<file path="config.mk">
export PLATFORM = sky130hd
export DESIGN_NAME = reg_access_arb
export DESIGN_NICKNAME = d
export VERILOG_FILES = /design/src/rtl/reg_access_arb.sv
export SDC_FILE = /design/constraint.sdc
export NUM_CORES = 1
export LEC_CHECK = 0
export BUFFER_PORTS_ARGS = -buffer_cell sky130_fd_sc_hd__buf_4
export CAP_MARGIN = 20
export CORE_UTILIZATION = 46
export DETAILED_ROUTE_END_ITERATION = 7
export PLACE_DENSITY_LB_ADDON = 0.12
export SYNTH_ARGS = -nofsm -noshare
export SYNTH_HDL_FRONTEND = slang
export SYNTH_SLANG_ARGS = --single-unit
</file>
<file path="constraint.sdc">
create_clock -name clk -period 4.5 [get_ports clk]
set_clock_uncertainty 0.2 [all_clocks]
set_input_delay 0.225 -clock clk [delete_from_list [all_inputs] [get_ports clk]]
set_output_delay 0.225 -clock clk [all_outputs]
set_load 0.005 [all_outputs]
</file>
<file path="src/rtl/reg_access_arb.sv">
// reg_access_arb
// Arbitrates two requesters (A and B) onto a single external register file.
// Each accepted operation reads two registers (source and destination). It can
// also write new data into the destination after that read
// (read-then-write).
//
// Ports
//   clk, rst_n                     clock; synchronous active-low reset
//   a_req/b_req                    requester wants one operation
//   a_we/b_we                      operation also writes the destination
//   a_sr/a_dr, b_sr/b_dr           source / destination register indices
//   a_wdata/b_wdata                write data
//   a_gnt/b_gnt                    one-cycle grant (READ cycle, owner only)
//   a_done/b_done                  one-cycle completion (DONE cycle, owner only)
//   rdata_s/rdata_d                read data of the last completed READ
//   busy                           any state other than IDLE
//   rf_we, rf_sr, rf_dr, rf_i      register-file control
//                                  (the file writes on the falling edge)
//   rf_s, rf_d                     combinational register-file read ports
module reg_access_arb #(
    parameter bit RR_EN = 1'b1
) (
    input  logic       clk,
    input  logic       rst_n,
    input  logic       a_req,
    input  logic       b_req,
    input  logic       a_we,
    input  logic       b_we,
    input  logic [1:0] a_sr,
    input  logic [1:0] a_dr,
    input  logic [1:0] b_sr,
    input  logic [1:0] b_dr,
    input  logic [7:0] a_wdata,
    input  logic [7:0] b_wdata,
    output logic       a_gnt,
    output logic       b_gnt,
    output logic       a_done,
    output logic       b_done,
    output logic [7:0] rdata_s,
    output logic [7:0] rdata_d,
    output logic       busy,
    output logic       rf_we,
    output logic [1:0] rf_sr,
    output logic [1:0] rf_dr,
    output logic [7:0] rf_i,
    input  logic [7:0] rf_s,
    input  logic [7:0] rf_d
);

    typedef enum logic [1:0] {IDLE, READ, WRITE, DONE} state_t;

    state_t     state_reg;
    state_t     state_next;
    logic       ptr_reg;        // side favoured on a tie: 0 = A, 1 = B
    logic       owner_reg;      // side that owns the current operation
    logic       we_reg;
    logic [1:0] sr_reg;
    logic [1:0] dr_reg;
    logic [7:0] wdata_reg;
    logic [7:0] rdata_s_reg;
    logic [7:0] rdata_d_reg;
    logic       accept;
    logic       pick_b;

    always_comb begin
        // B wins when alone, or on a tie when round-robin favours it.
        pick_b     = b_req && (!a_req || (RR_EN && ptr_reg));
        accept     = (state_reg == IDLE) && (a_req || b_req);
        state_next = state_reg;
        case (state_reg)
            IDLE:    if (accept) state_next = READ;
            READ:    state_next = we_reg ? WRITE : DONE;
            WRITE:   state_next = DONE;
            DONE:    state_next = IDLE;
            default: state_next = IDLE;
        endcase
    end

    always_ff @(posedge clk) begin
        if (!rst_n) begin
            state_reg   <= IDLE;
            ptr_reg     <= 1'b0;
            owner_reg   <= 1'b0;
            we_reg      <= 1'b0;
            sr_reg      <= 2'd0;
            dr_reg      <= 2'd0;
            wdata_reg   <= 8'h00;
            rdata_s_reg <= 8'h00;
            rdata_d_reg <= 8'h00;
        end else begin
            state_reg <= state_next;
            if (accept) begin
                owner_reg <= pick_b;
                we_reg    <= pick_b ? b_we    : a_we;
                sr_reg    <= pick_b ? b_sr    : a_sr;
                dr_reg    <= pick_b ? b_dr    : a_dr;
                wdata_reg <= pick_b ? b_wdata : a_wdata;
                // Next tie goes to whoever lost this one.
                if (RR_EN) begin
                    ptr_reg <= ~pick_b;
                end
            end
            // Latched at the end of READ, before any write lands, so rdata_d
            // always reflects the destination's pre-write contents.
            if (state_reg == READ) begin
                rdata_s_reg <= rf_s;
                rdata_d_reg <= rf_d;
            end
        end
    end

    assign a_gnt   = (state_reg == READ) && !owner_reg;
    assign b_gnt   = (state_reg == READ) &&  owner_reg;
    assign a_done  = (state_reg == DONE) && !owner_reg;
    assign b_done  = (state_reg == DONE) &&  owner_reg;
    assign busy    = (state_reg != IDLE);
    assign rf_we   = (state_reg == WRITE);
    assign rf_sr   = sr_reg;
    assign rf_dr   = dr_reg;
    assign rf_i    = wdata_reg;
    assign rdata_s = rdata_s_reg;
    assign rdata_d = rdata_d_reg;

endmodule

</file>
Yosys cells after proc, flatten, opt, wreduce, memory -nomap -nowiden:

Cells that the tools add are included.

* flip-flop bits (word level): 33
* output and inout port bits: 34

* equality and inequality tests: 4
* multiplexer cells: 7
* bitwise gates (word level): 1
* reduce and logical (&&, ||, !) cells: 12

Operators with widths (number)
* $mux 8: 1
* $pmux 2 s4: 1
* $logic_and 1x1->1: 6
* $mux 2: 3
* $eq 2x2->1 const B: 2
* $eq 2x1->1 const B: 1
* $logic_not 1->1: 2
* $logic_not 2->1: 1
* $logic_or 1x1->1: 2
* $mux 1: 2
* $ne 2x2->1 const B: 1
* $reduce_bool 2->1: 1
* $not 1->1: 1

Longest topological paths before layout:

Gate-level depths: netlist of the first run.

* depth after elaboration: 4
* gate-level depth with buffers: 6
* mapped depth without buffers: 5

Worst setup path after synthesis of the first run:

Ideal clock, no wire load.

* path type: register to register
* from: register state_reg[1]
* to: register state_reg[0]
* library setup time: 115 ps
* data arrival time: 1464 ps
* data required time: 4185 ps
* slack: 2721 ps
* stages on the path, launching flop included: 7
* cell sequence: dfxtp_1 -> inv_1 -> ha_1 -> buf_2 -> nor2b_1 -> or4_1 -> and3_1

* word-level cells in the longest chain between the ends: 3
* elaborated cells between the ends (all ways): 7
* those cells by class: eq/ne (4); mux (1); reduce/logical (2)

RTL lines
* start, declared: line 52 `state_t state_reg;`
* start signal, assigned: line 91 `state_reg <= state_next;`
* branches (longest 3 deep; another with $pmux 2 s4)

Parallel ways; which one is timed is not known.
A chain may end at the register's enable or synchronous reset.

Final worst setup path of the first run:

* from: register state_reg[0]
* to: register wdata_reg[3] (netlist: rf_i[3])

* word-level cells in the longest chain between the ends: 2

RTL lines
* $logic_not 2->1: line 68 `accept = (state_reg == IDLE) && (a_req || b_req);`
* $logic_and 1x1->1: line 68
* end signal, assigned: line 97 `wdata_reg <= pick_b ? b_wdata : a_wdata;`
* end, declared: line 59 `logic [7:0] wdata_reg;`

No other way between the ends.

==> results by group, run 1 <==
Clock tree
  – Post-CTS setup buffers: 0
  – CTS tree: yes
  – Clk sink count: 33
  – TritonCTS Buffers: 5
  – Post-CTS Resized: 0
  – Post-CTS Hold Buffers: 42
  – Max H-tree Level: 2
  – CTS clock-pin slew for the worst setup and hold paths: 0.10 ns
  – Clock Latency Late Sink: 0.33 ns
  – Clk buf depth: 2
  – Root Buffer Master: clkbuf_4

Worst hold path
  – Worst hold endpoint: owner_reg$_SDFFE_PN0P_
  – Min-Delay Path Class: in2reg
  – Hold path depth: 3
  – Worst hold start: b_req

Logic synthesis
  – Top post-synthesis cells by count: dfxtp_1, nor2b_1, mux2i_1
  – Synth async-reset ratio: 0%
  – Post-synth top area share: 47.6%
  – Avg Cell Area, Syn: 10.7 um2
  – Synth top area cells: dfxtp_1, mux2i_1, nor2b_1
  – Syn Std Cell Area: 1390 um2
  – Most frequent cell after synthesis: dfxtp_1
  – Number of synthesis warnings: 0
  – Syn Inst Count: 130
  – Synth cell types: 23
  – Ys flop type: dfxtp_1
  – Mapped Nets: 181
  – Number of synthesized register bits: 33
  – Post-synth EDFFs: 0
  – Post-synth top area cell: dfxtp_1
  – Sequential fraction of the synthesis area: 47.6%

Worst setup path
  – Worst path max stage delay: 0.85 ns
  – CP max stage cell: a21oi_1
  – Critical Path Fanout Max: 13
  – Crit-path cells: inv_1 > ha_1 > nand3_1 > a21oi_1 > a221o_1 > dlygate4sd3_1
  – CP bufs+invs: 2
  – Crit path DAT: 2.98 ns
  – Worst-case reg-to-reg path depth: 6
  – Worst Setup Start Kind: register
  – R2r startpoint: state_reg[0]$_SDFFE_PN0P_
  – Setup CP Type: reg2reg
  – Worst reg-to-reg setup slack: 1.59 ns
  – CP Data Required Time: 4.57 ns
  – Critical path endpoint category: register
  – CP top delay family: compound AO/OA/AOI/OAI gates
  – RR Endpoint: rf_i[3]$_SDFFE_PN0P_

Detailed routing
  – Drt first-iter violations: 72
  – Pre-Repair DR Iteration Count: 6
  – Via/cell ratio: 5.30
  – Wire per inst: 15.2 um
  – DRC: 8
  – Routed WL: 4280 um
  – Via count: 1489
  – Detail Route Antenna Nets: 0

Final layout
  – Finished Layout Cells: 281
  – Layout cells sized above 1: 34.0%
  – Diode count: 0
  – Fillers: 152
  – Fin util: 87.6%
  – Syn-to-layout area delta: 77.2%
  – Final net count: 301

Timing
  – Final worst path period share: 64.6%
  – Tmin final: 2.91 ns
  – Final-report max-slew violation count: 0
  – Endpoints failing setup: 0
  – Least-Margin Pin Slew: 1.09 ns
  – Hold Fails Final Rpt: 0
  – Peak Freq: 0.344 GHz
  – RSZ-0062 raised after global routing: no
  – Total Neg Setup Slack: 0 ns
  – Rel. slew slack: 27.4%

Floorplan
  – Starting Density: 49.5%
  – IO Pins: 80
  – Cell Rows: 19
  – Die area: 3240 um2
  – Die span in x: 56.9 um
  – Die height: 56.9 um
  – CORE AREA: 2810 um2

Power
  – Leakage power: 1.21 nW
  – Max VDD drop: 0.312 mV
  – PwrDens: 464 nW/um2

Placement
  – DPL Wire Length: 2350 um
  – Routability congestion estimate: 0.764
  – Post-Place Cells: 232
  – Port bufs: 79

Flow run
  – Max Cap Viol: 0

Status
  – Outcome: finished, violations left
  – Failing checks: DRC

Global routing
  – Gr usage total: 28.7%
  – Vias in the first global route: 1568
  – Largest net degree at the start of global routing: 36
  – Initial antenna violation count: 0
  – Total gr overflow: 0
  – First-pass GRT wire length: 7160 um
per-stage QoR:
stage               total power, mW  worst slack, ns  area (um2)  hold slack (ns)
floorplan                     0.689             2.72        1390            0.163
global placement              0.868             2.40        1980            0.248
detailed placement            0.890             2.28        1980            0.252
CTS                            1.12             1.68        2460           0.0378
global route                   1.22             1.43        2460           0.0504
finish                         1.14             1.59        2460           0.0439
cell usage in the layout, fill, tap and decap left out, types with 2 or more instances in the layout:
master	count
and2_1	2
a221o_1	13
and3_1	14
buf_4	79
mux2i_1	17
dfxtp_1	33
nor2b_1	21
dlygate4sd3_1	42
clkbuf_4	5
inv_1	3
nor2_1	2
ha_1	5
routing by layer:
metal  GRT usage, %  routed length, um
met5              0                  0
met4           11.8                 95
met3           7.60                201
met2           51.1               2200
met1           32.3               1780
final cells by class:
| type | instances | area (um2) | area share [%] |
|---|---|---|---|
| tap | 31 | 38.8 | 1.58 |
| clock buffer | 7 | 55.1 | 2.24 |
| sequential | 33 | 661 | 26.9 |
| timing repair buffer | 121 | 1010 | 41.2 |
| inverter | 3 | 11.3 | 0.458 |
| multi-input combinational | 86 | 679 | 27.6 |
worst min-delay path, stage by stage:
cell and delay (ns):
buf_4 0.11, a32oi_1 0.10, nor2b_1 0.11
power by group:
part           internal, mW  total [mW]  switching (mW)
clock                0.0737       0.167          0.0936
sequential            0.374       0.426          0.0520
combinational         0.320       0.548           0.229
total                 0.767        1.14           0.374
worst max-delay path by stage:
| stage | start | endpoint | slack [ns] | depth (start not counted) |
|---|---|---|---|---|
| 5_1_grt | state_reg[0]$_SDFFE_PN0P_ | rf_dr[0]$_SDFFE_PN0P_ | 1.43 | 6 |
| 3_5_place_dp | state_reg[0]$_SDFFE_PN0P_ | rf_sr[0]$_SDFFE_PN0P_ | 2.28 | 5 |
| 2_1_floorplan | state_reg[1]$_SDFFE_PN0P_ | state_reg[0]$_SDFFE_PN0P_ | 2.72 | 6 |
| 6_report | state_reg[0]$_SDFFE_PN0P_ | rf_i[3]$_SDFFE_PN0P_ | 1.59 | 6 |
| 4_1_cts | state_reg[0]$_SDFFE_PN0P_ | rf_sr[0]$_SDFFE_PN0P_ | 1.68 | 6 |
| 3_3_place_gp | state_reg[1]$_SDFFE_PN0P_ | state_reg[0]$_SDFFE_PN0P_ | 2.40 | 5 |
kinds of logic (layout without fill, tap and decap cells):
group	Yosys count	after routing	share of synthesized area, %
buffers and inverters	11	131	3.43
AND/OR/NAND/NOR	45	45	20.0
multiplexers	17	17	12.3
flip-flops	33	33	47.6
AO/OA/AOI/OAI	19	19	12.2
adder cells (fa/ha/maj)	5	5	4.51
(Power assumes the default switching activity.)
==> inputs of run 2 (changes only) <==
CORE_UTILIZATION = 43   (was 46)
clock period = 2.9 ns   (was 4.5 ns; I/O delays follow)
==> run 2 against run 1 <==
Effect of this change: hold slack better by 0.0034 ns; critical endpoint is now rf_i[1]$_SDFFE_PN0P_; global-route usage is 3.3 points lower; the flow now finishes without violations; largest cell class unchanged; fmax is 14% higher; register-to-register slack worse by 1.2 ns; largest power group unchanged.
==> results by group, run 2 (synthesis gave the netlist of run 1 again) <==
Worst setup path
  – Critical path endpoint category: register (unchanged)
  – Crit-path cells: inv_1 > ha_1 > o21ai_1 > and3_1 > a221o_1 > dlygate4sd3_1 (was inv_1 > ha_1 > nand3_1 > a21oi_1 > a221o_1 > dlygate4sd3_1)
  – R2r startpoint: state_reg[0]$_SDFFE_PN0P_ (unchanged)
  – CP bufs+invs: 2 (unchanged)
  – CP max stage cell: dlygate4sd3_1 (was a21oi_1)
  – Crit path DAT: 2.57 ns (was 2.98 ns)
  – Critical Path Start: state_reg[0]$_SDFFE_PN0P_ (unchanged)
  – Setup CP Type: reg2reg (unchanged)
  – Worst Setup Start Kind: register (unchanged)
  – Worst path max stage delay: 0.56 ns (was 0.85 ns)
  – Critical Path Fanout Max: 13 (unchanged)
  – CP top delay family: buffers and inverters (was compound AO/OA/AOI/OAI gates)
  – CP Data Required Time: 2.93 ns (was 4.57 ns)

Clock tree
  – Clock Latency Late Sink: 0.34 ns (was 0.33 ns)
  – CTS clock-pin slew for the worst setup and hold paths: 0.11 ns (was 0.10 ns)
  – Max H-tree Level: 2 (unchanged)
  – Clk sink count: 33 (unchanged)
  – Clk buf depth: 2 (unchanged)
  – Root Buffer Master: clkbuf_4 (unchanged)
  – TritonCTS Buffers: 5 (unchanged)
  – Post-CTS setup buffers: 0 (unchanged)
  – CTS tree: yes (unchanged)

Final layout
  – Diode count: 0 (unchanged)
  – Fin util: 85.4% (was 87.6%)
  – Area occupied by multi-input gates: 683 um2 (was 679 um2)
  – Final net count: 311 (was 301)
  – Syn-to-layout area delta: 87.8% (was 77.2%)
  – Commonest non-fill, non-tap cell in the layout: buf_4 (unchanged)
  – FF+latch area: 661 um2 (unchanged)
  – Fillers: 183 (was 152)
  – Most frequent cells in the layout: buf_4, dlygate4sd3_1, dfxtp_1 (unchanged)
  – Layout cells sized above 1: 33.7% (was 34.0%)

Worst hold path
  – Min-Delay Path Class: in2reg (unchanged)
  – Worst hold start: a_req (was b_req)

Power
  – Max VDD drop: 0.480 mV (was 0.312 mV)
  – Internal power: 1.31 mW (was 767 uW)
  – Seq pwr share: 34.6% (was 37.3%)
  – Net Sw Frac: 31.0% (was 32.8%)
  – Switching power: 589 uW (was 374 uW)
  – Gate power share: 46.3% (was 48.0%)
  – Leakage power: 1.28 nW (was 1.21 nW)
  – Clock share of power: 19.1% (was 14.7%)
  – PwrDens: 731 nW/um2 (was 464 nW/um2)

Placement
  – Port bufs: 79 (unchanged)
  – Routability congestion estimate: 0.784 (was 0.764)
  – DPL Wire Length: 2360 um (was 2350 um)

Detailed routing
  – DRC: 0 (was 8)
  – Wire per inst: 13.7 um (was 15.2 um)
  – Via/cell ratio: 4.83 (was 5.30)
  – Drt first-iter violations: 57 (was 72)
  – Via count: 1473 (was 1489)
  – Detail Route Antenna Nets: 0 (unchanged)
  – Routed WL: 4190 um (was 4280 um)
  – Pre-Repair DR Iteration Count: 4 (was 6)

Floorplan
  – Die height: 58.8 um (was 56.9 um)
  – Cell Rows: 20 (was 19)
  – Die area: 3460 um2 (was 3240 um2)
  – Die span in x: 58.8 um (was 56.9 um)
  – IO Pins: 80 (unchanged)
  – Starting Density: 45.5% (was 49.5%)
  – CORE AREA: 3050 um2 (was 2810 um2)

Timing
  – RSZ-0062 raised after global routing: no (unchanged)
  – Peak Freq: 0.393 GHz (was 0.344 GHz)
  – Tmin final: 2.54 ns (was 2.91 ns)
  – Hold Fails Final Rpt: 0 (unchanged)
  – Final-report max-slew violation count: 0 (unchanged)
  – Least-Margin Pin Slew: 0.745 ns (was 1.09 ns)
  – Rel. slew slack: 50.0% (was 27.4%)
  – Total Neg Setup Slack: 0 ns (unchanged)
  – Final worst path period share: 87.8% (was 64.6%)
  – Endpoints failing setup: 0 (unchanged)

Global routing
  – Gr usage total: 25.5% (was 28.7%)
  – Vias in the first global route: 1431 (was 1568)
  – Largest net degree at the start of global routing: 36 (unchanged)
  – Initial antenna violation count: 0 (unchanged)
  – First-pass GRT wire length: 6540 um (was 7160 um)
  – Total gr overflow: 0 (unchanged)

Flow run
  – Max Cap Viol: 0 (unchanged)

Status
  – Outcome: completed (was finished, violations left)
[run 2: cell count changes in the layout (fill, tap and decap cells not counted), sizes merged]
| cell | delta |
|---|---|
| buf | +1 |
| dlygate4sd3 | +9 |
| bufinv | +1 |
[run 2: area by class of cell]
cell class / count / area share [%]
clock buffer: 7 / 2.11
clock inverter: 1 / 1.15
inverter: 3 / 0.432
multi-input combinational: 86 / 26.2
sequential: 33 / 25.3
tap: 44 / 2.11
timing repair buffer: 131 / 42.6
[run 2: metal layers]
metal	vias to the layer above	routed length, um	global-route usage, %	part of all wire [%]
met5	-	0	0	0
met4	0	44	10.2	1.1
met2	51	2230	46.4	53
met3	5	192	5.27	4.6
met1	688	1720	28.7	41
li1	729	-	-	-
[run 2: worst paths after layout]
path	depth (start not counted)	slack, ns	endpoint
max	6	0.36	rf_i[1]$_SDFFE_PN0P_
min	4	0.05	ptr_reg$_SDFFE_PN0P_
max reg2reg	6	0.36	rf_i[1]$_SDFFE_PN0P_
min reg2reg	2	0.34	rdata_d[0]$_SDFFE_PN0N_
[run 2: worst register-to-register path, cell delays in order (launching register included)]
cell and delay [ns]:
dfxtp_1 0.35, inv_1 0.14, ha_1 0.30, o21ai_1 0.32
and3_1 0.30, a221o_1 0.26, dlygate4sd3_1 0.56
[run 2: what timing repair did]
| action | in CTS | in global routing |
|---|---|---|
| endpoints found under the setup margin | 0 | 12 |
| gates resized for setup | 0 | 1 |
| hold endpoints to repair | 32 | 0 |
| hold buffers | 51 | 0 |
[run 2: through the flow]
| stage | hold slack (ns) | total power, mW | setup WS (ns) | area, um2 | std cells |
|---|---|---|---|---|---|
| CTS | 0.00934 | 1.89 | 0.150 | 2600 | 305 |
| global placement | 0.168 | 1.35 | 0.850 | 2010 | 246 |
| global route | 0.0464 | 2.02 | 0.219 | 2610 | 305 |
| floorplan | 0.0828 | 1.07 | 1.12 | 1390 | 130 |
| detailed placement | 0.173 | 1.38 | 0.711 | 2010 | 246 |
| finish | 0.0473 | 1.90 | 0.355 | 2610 | 305 |
[run 2: power by group through the flow]
| stage | clock network, mW | logic (mW) | registers, mW |
|---|---|---|---|
| detailed placement | 0 | 0.723 | 0.662 |
| CTS | 0.368 | 0.865 | 0.654 |
| global route | 0.382 | 0.965 | 0.672 |
| global placement | 0 | 0.697 | 0.655 |
| finish | 0.364 | 0.882 | 0.658 |
| floorplan | 0 | 0.409 | 0.660 |
==> inputs of run 3 (changes only) <==
--- a/config.mk
+++ b/config.mk
@@ -8,5 +8,6 @@
 export BUFFER_PORTS_ARGS = -buffer_cell sky130_fd_sc_hd__buf_4
 export CAP_MARGIN = 20
-export CORE_UTILIZATION = 43
+export CORE_UTILIZATION = 45
+export CTS_BUF_LIST = sky130_fd_sc_hd__clkbuf_8
 export DETAILED_ROUTE_END_ITERATION = 7
 export PLACE_DENSITY_LB_ADDON = 0.12
==> constraint.sdc (replaced) <==
create_clock -name clk -period 2.9 [get_ports clk]
set_clock_uncertainty 0.2 [all_clocks]
set_input_delay 0.145 -clock clk [delete_from_list [all_inputs] [get_ports clk]]
set_output_delay 0.145 -clock clk [all_outputs]
set_load 0.01 [all_outputs]
==> run 3 against run 2 <==
Effect of this change: the flow now finishes with violations (DRC); sequential share of layout area is 0.91 points higher; critical endpoint is now rf_i[2]$_SDFFE_PN0P_; fmax down 1.6%; first-iteration DRC count increased by 23%; utilization increased by 3.6 points; global-route usage increased by 1.7 points; largest power group unchanged; die area fell by 4.3%; register-to-register slack worse by 0.04 ns; critical path type unchanged; largest cell class unchanged.
==> results by group, run 3 (synthesis gave the netlist of run 1 again) <==
Global routing
  – Initial antenna violation count: 0 (unchanged)
  – Vias in the first global route: 1467 (was 1431)
  – Largest net degree at the start of global routing: 36 (unchanged)
  – First-pass GRT wire length: 6710 um (was 6540 um)
  – Total gr overflow: 0 (unchanged)
  – Gr usage total: 27.2% (was 25.5%)

Placement
  – DP Area: 1990 um2 (was 2010 um2)
  – Routability congestion estimate: 0.704 (was 0.784)
  – DP Worst Slack: 0.685 ns (was 0.711 ns)
  – Port bufs: 79 (unchanged)
  – DPL Wire Length: 2370 um (was 2360 um)

Power
  – Max VDD drop: 0.507 mV (was 0.480 mV)
  – PwrDens: 773 nW/um2 (was 731 nW/um2)
  – Leakage power: 1.24 nW (was 1.28 nW)

Timing
  – Tmin final: 2.59 ns (was 2.54 ns)
  – Endpoints failing setup: 0 (unchanged)
  – Final WS setup: 0.314 ns (was 0.355 ns)
  – Peak Freq: 0.387 GHz (was 0.393 GHz)
  – Hold WS: 0.0135 ns (was 0.0473 ns)
  – Total Neg Setup Slack: 0 ns (unchanged)
  – Final-report max-slew violation count: 0 (unchanged)
  – Hold Fails Final Rpt: 0 (unchanged)
  – Final worst path period share: 89.2% (was 87.8%)
  – RSZ-0062 raised after global routing: no (unchanged)
  – Rel. slew slack: 47.1% (was 50.0%)
  – Least-Margin Pin Slew: 0.788 ns (was 0.745 ns)

Clock tree
  – CTS tree: yes (unchanged)
  – Root Buffer Master: clkbuf_8 (was clkbuf_4)
  – Post-CTS setup buffers: 0 (unchanged)
  – TritonCTS Buffers: 5 (unchanged)
  – Clock Latency Late Sink: 0.27 ns (was 0.34 ns)
  – Clk sink count: 33 (unchanged)
  – CTS clock-pin slew for the worst setup and hold paths: 0.07 ns (was 0.11 ns)
  – Max H-tree Level: 2 (unchanged)
  – Clk buf depth: 2 (unchanged)

Floorplan
  – Cell Rows: 19 (was 20)
  – IO Pins: 80 (unchanged)
  – CORE AREA: 2830 um2 (was 3050 um2)
  – Die span in x: 57.5 um (was 58.8 um)
  – Die height: 57.5 um (was 58.8 um)
  – Starting Density: 49.0% (was 45.5%)
  – Die area: 3310 um2 (was 3460 um2)

Status
  – Outcome: finished, violations left (was completed)
  – Failing checks: DRC

Final layout
  – Commonest non-fill, non-tap cell in the layout: buf_4 (unchanged)
  – Final net count: 302 (was 311)
  – Fillers: 124 (was 183)
  – Area occupied by multi-input gates: 683 um2 (unchanged)
  – Most frequent cells in the layout: buf_4, dlygate4sd3_1, dfxtp_1 (unchanged)
  – Layout cells sized above 1: 35.3% (was 33.7%)
  – Fin util: 88.9% (was 85.4%)
  – Diode count: 0 (unchanged)
  – Syn-to-layout area delta: 81.3% (was 87.8%)
  – FF+latch area: 661 um2 (unchanged)
  – Finished Cell Area: 2520 um2 (was 2610 um2)

Worst hold path
  – Min-Delay Path Class: in2reg (unchanged)
  – Hold path depth: 3 (was 4)

Detailed routing
  – Pre-Repair DR Iteration Count: 8 (was 4)
  – Drt first-iter violations: 70 (was 57)
  – Routed WL: 4370 um (was 4190 um)
  – Via count: 1463 (was 1473)
  – Detail Route Antenna Nets: 0 (unchanged)
  – DRC: 3 (was 0)
  – Via/cell ratio: 5.17 (was 4.83)
  – Wire per inst: 15.4 um (was 13.7 um)

Worst setup path
  – Worst path depth: 6 (unchanged)
  – Crit path DAT: 2.55 ns (was 2.57 ns)
  – Worst-case reg-to-reg path depth: 6 (unchanged)
  – Worst path max stage delay: 0.57 ns (was 0.56 ns)
  – CP bufs+invs: 2 (unchanged)
  – Critical path endpoint category: register (unchanged)
  – CP top delay family: buffers and inverters (unchanged)
  – CP Data Required Time: 2.86 ns (was 2.93 ns)
  – Crit-path cells: inv_1 > ha_1 > o21ai_1 > and3_1 > a221o_1 > dlygate4sd3_1 (unchanged)
  – Worst Setup Start Kind: register (unchanged)
  – Critical Path Fanout Max: 13 (unchanged)
  – CP max stage cell: dlygate4sd3_1 (unchanged)
  – Setup CP Type: reg2reg (unchanged)

Flow run
  – Max Cap Viol: 0 (unchanged)
==> run 3: changes by cell type in the layout (fill, tap and decap cells not counted), sizes merged <==
cell	change
dlygate4sd3	-9
bufinv	-1
clkinv	+1
==> run 3: timing repair <==
item                                    4_1_cts  5_1_grt
resized for setup                             0        1
hold buffers                                 42        0
endpoints found under the setup margin        0       12
hold endpoints to repair                     29        0
==> run 3: area by class of cell <==
type,count,share of cell area (%)
flip-flops and latches,33,26.3
clock inverters,1,0.199
clock buffers,7,3.83
well taps,31,1.54
inverters,3,0.448
repair buffers,122,40.6
multi-input cells,86,27.2
==> run 3: power by group <==
part / total, mW / switching, mW / internal, mW
clock network: 0.377 / 0.162 / 0.214
registers: 0.662 / 0.0811 / 0.581
logic: 0.906 / 0.406 / 0.501
==> run 3: path summary, 6_finish.rpt <==
kind / slack [ns] / end / start
worst max-delay path: 0.31 / rf_i[2]$_SDFFE_PN0P_ / state_reg[0]$_SDFFE_PN0P_
worst max register to register: 0.31 / rf_i[2]$_SDFFE_PN0P_ / state_reg[0]$_SDFFE_PN0P_
worst min register to register: 0.32 / rdata_s[3]$_SDFFE_PN0N_ / rdata_s[3]$_SDFFE_PN0N_
worst min-delay path: 0.01 / owner_reg$_SDFFE_PN0P_ / b_req
==> run 3: worst min-delay path: cells and delay by family <==
family	cells	cell delay, ns
compound gates	1	0.10
buf+inv	1	0.11
simple gates	1	0.10
==> run 3: stage by stage <==
stage	instances	total power, mW
2_1_floorplan	130	1.12
5_1_grt	283	2.05
3_5_place_dp	233	1.44
4_1_cts	283	1.91
3_3_place_gp	233	1.40
6_report	283	1.94
==> run 3: metal layers <==
| layer | GRT usage (%) | vias to the layer above | wire length [um] |
|---|---|---|---|
| met4 | 13.2 | 0 | 159 |
| met5 | 0 | - | 0 |
| li1 | - | 707 | - |
| met1 | 29.6 | 671 | 1700 |
| met2 | 49.7 | 71 | 2270 |
| met3 | 5.67 | 14 | 243 |
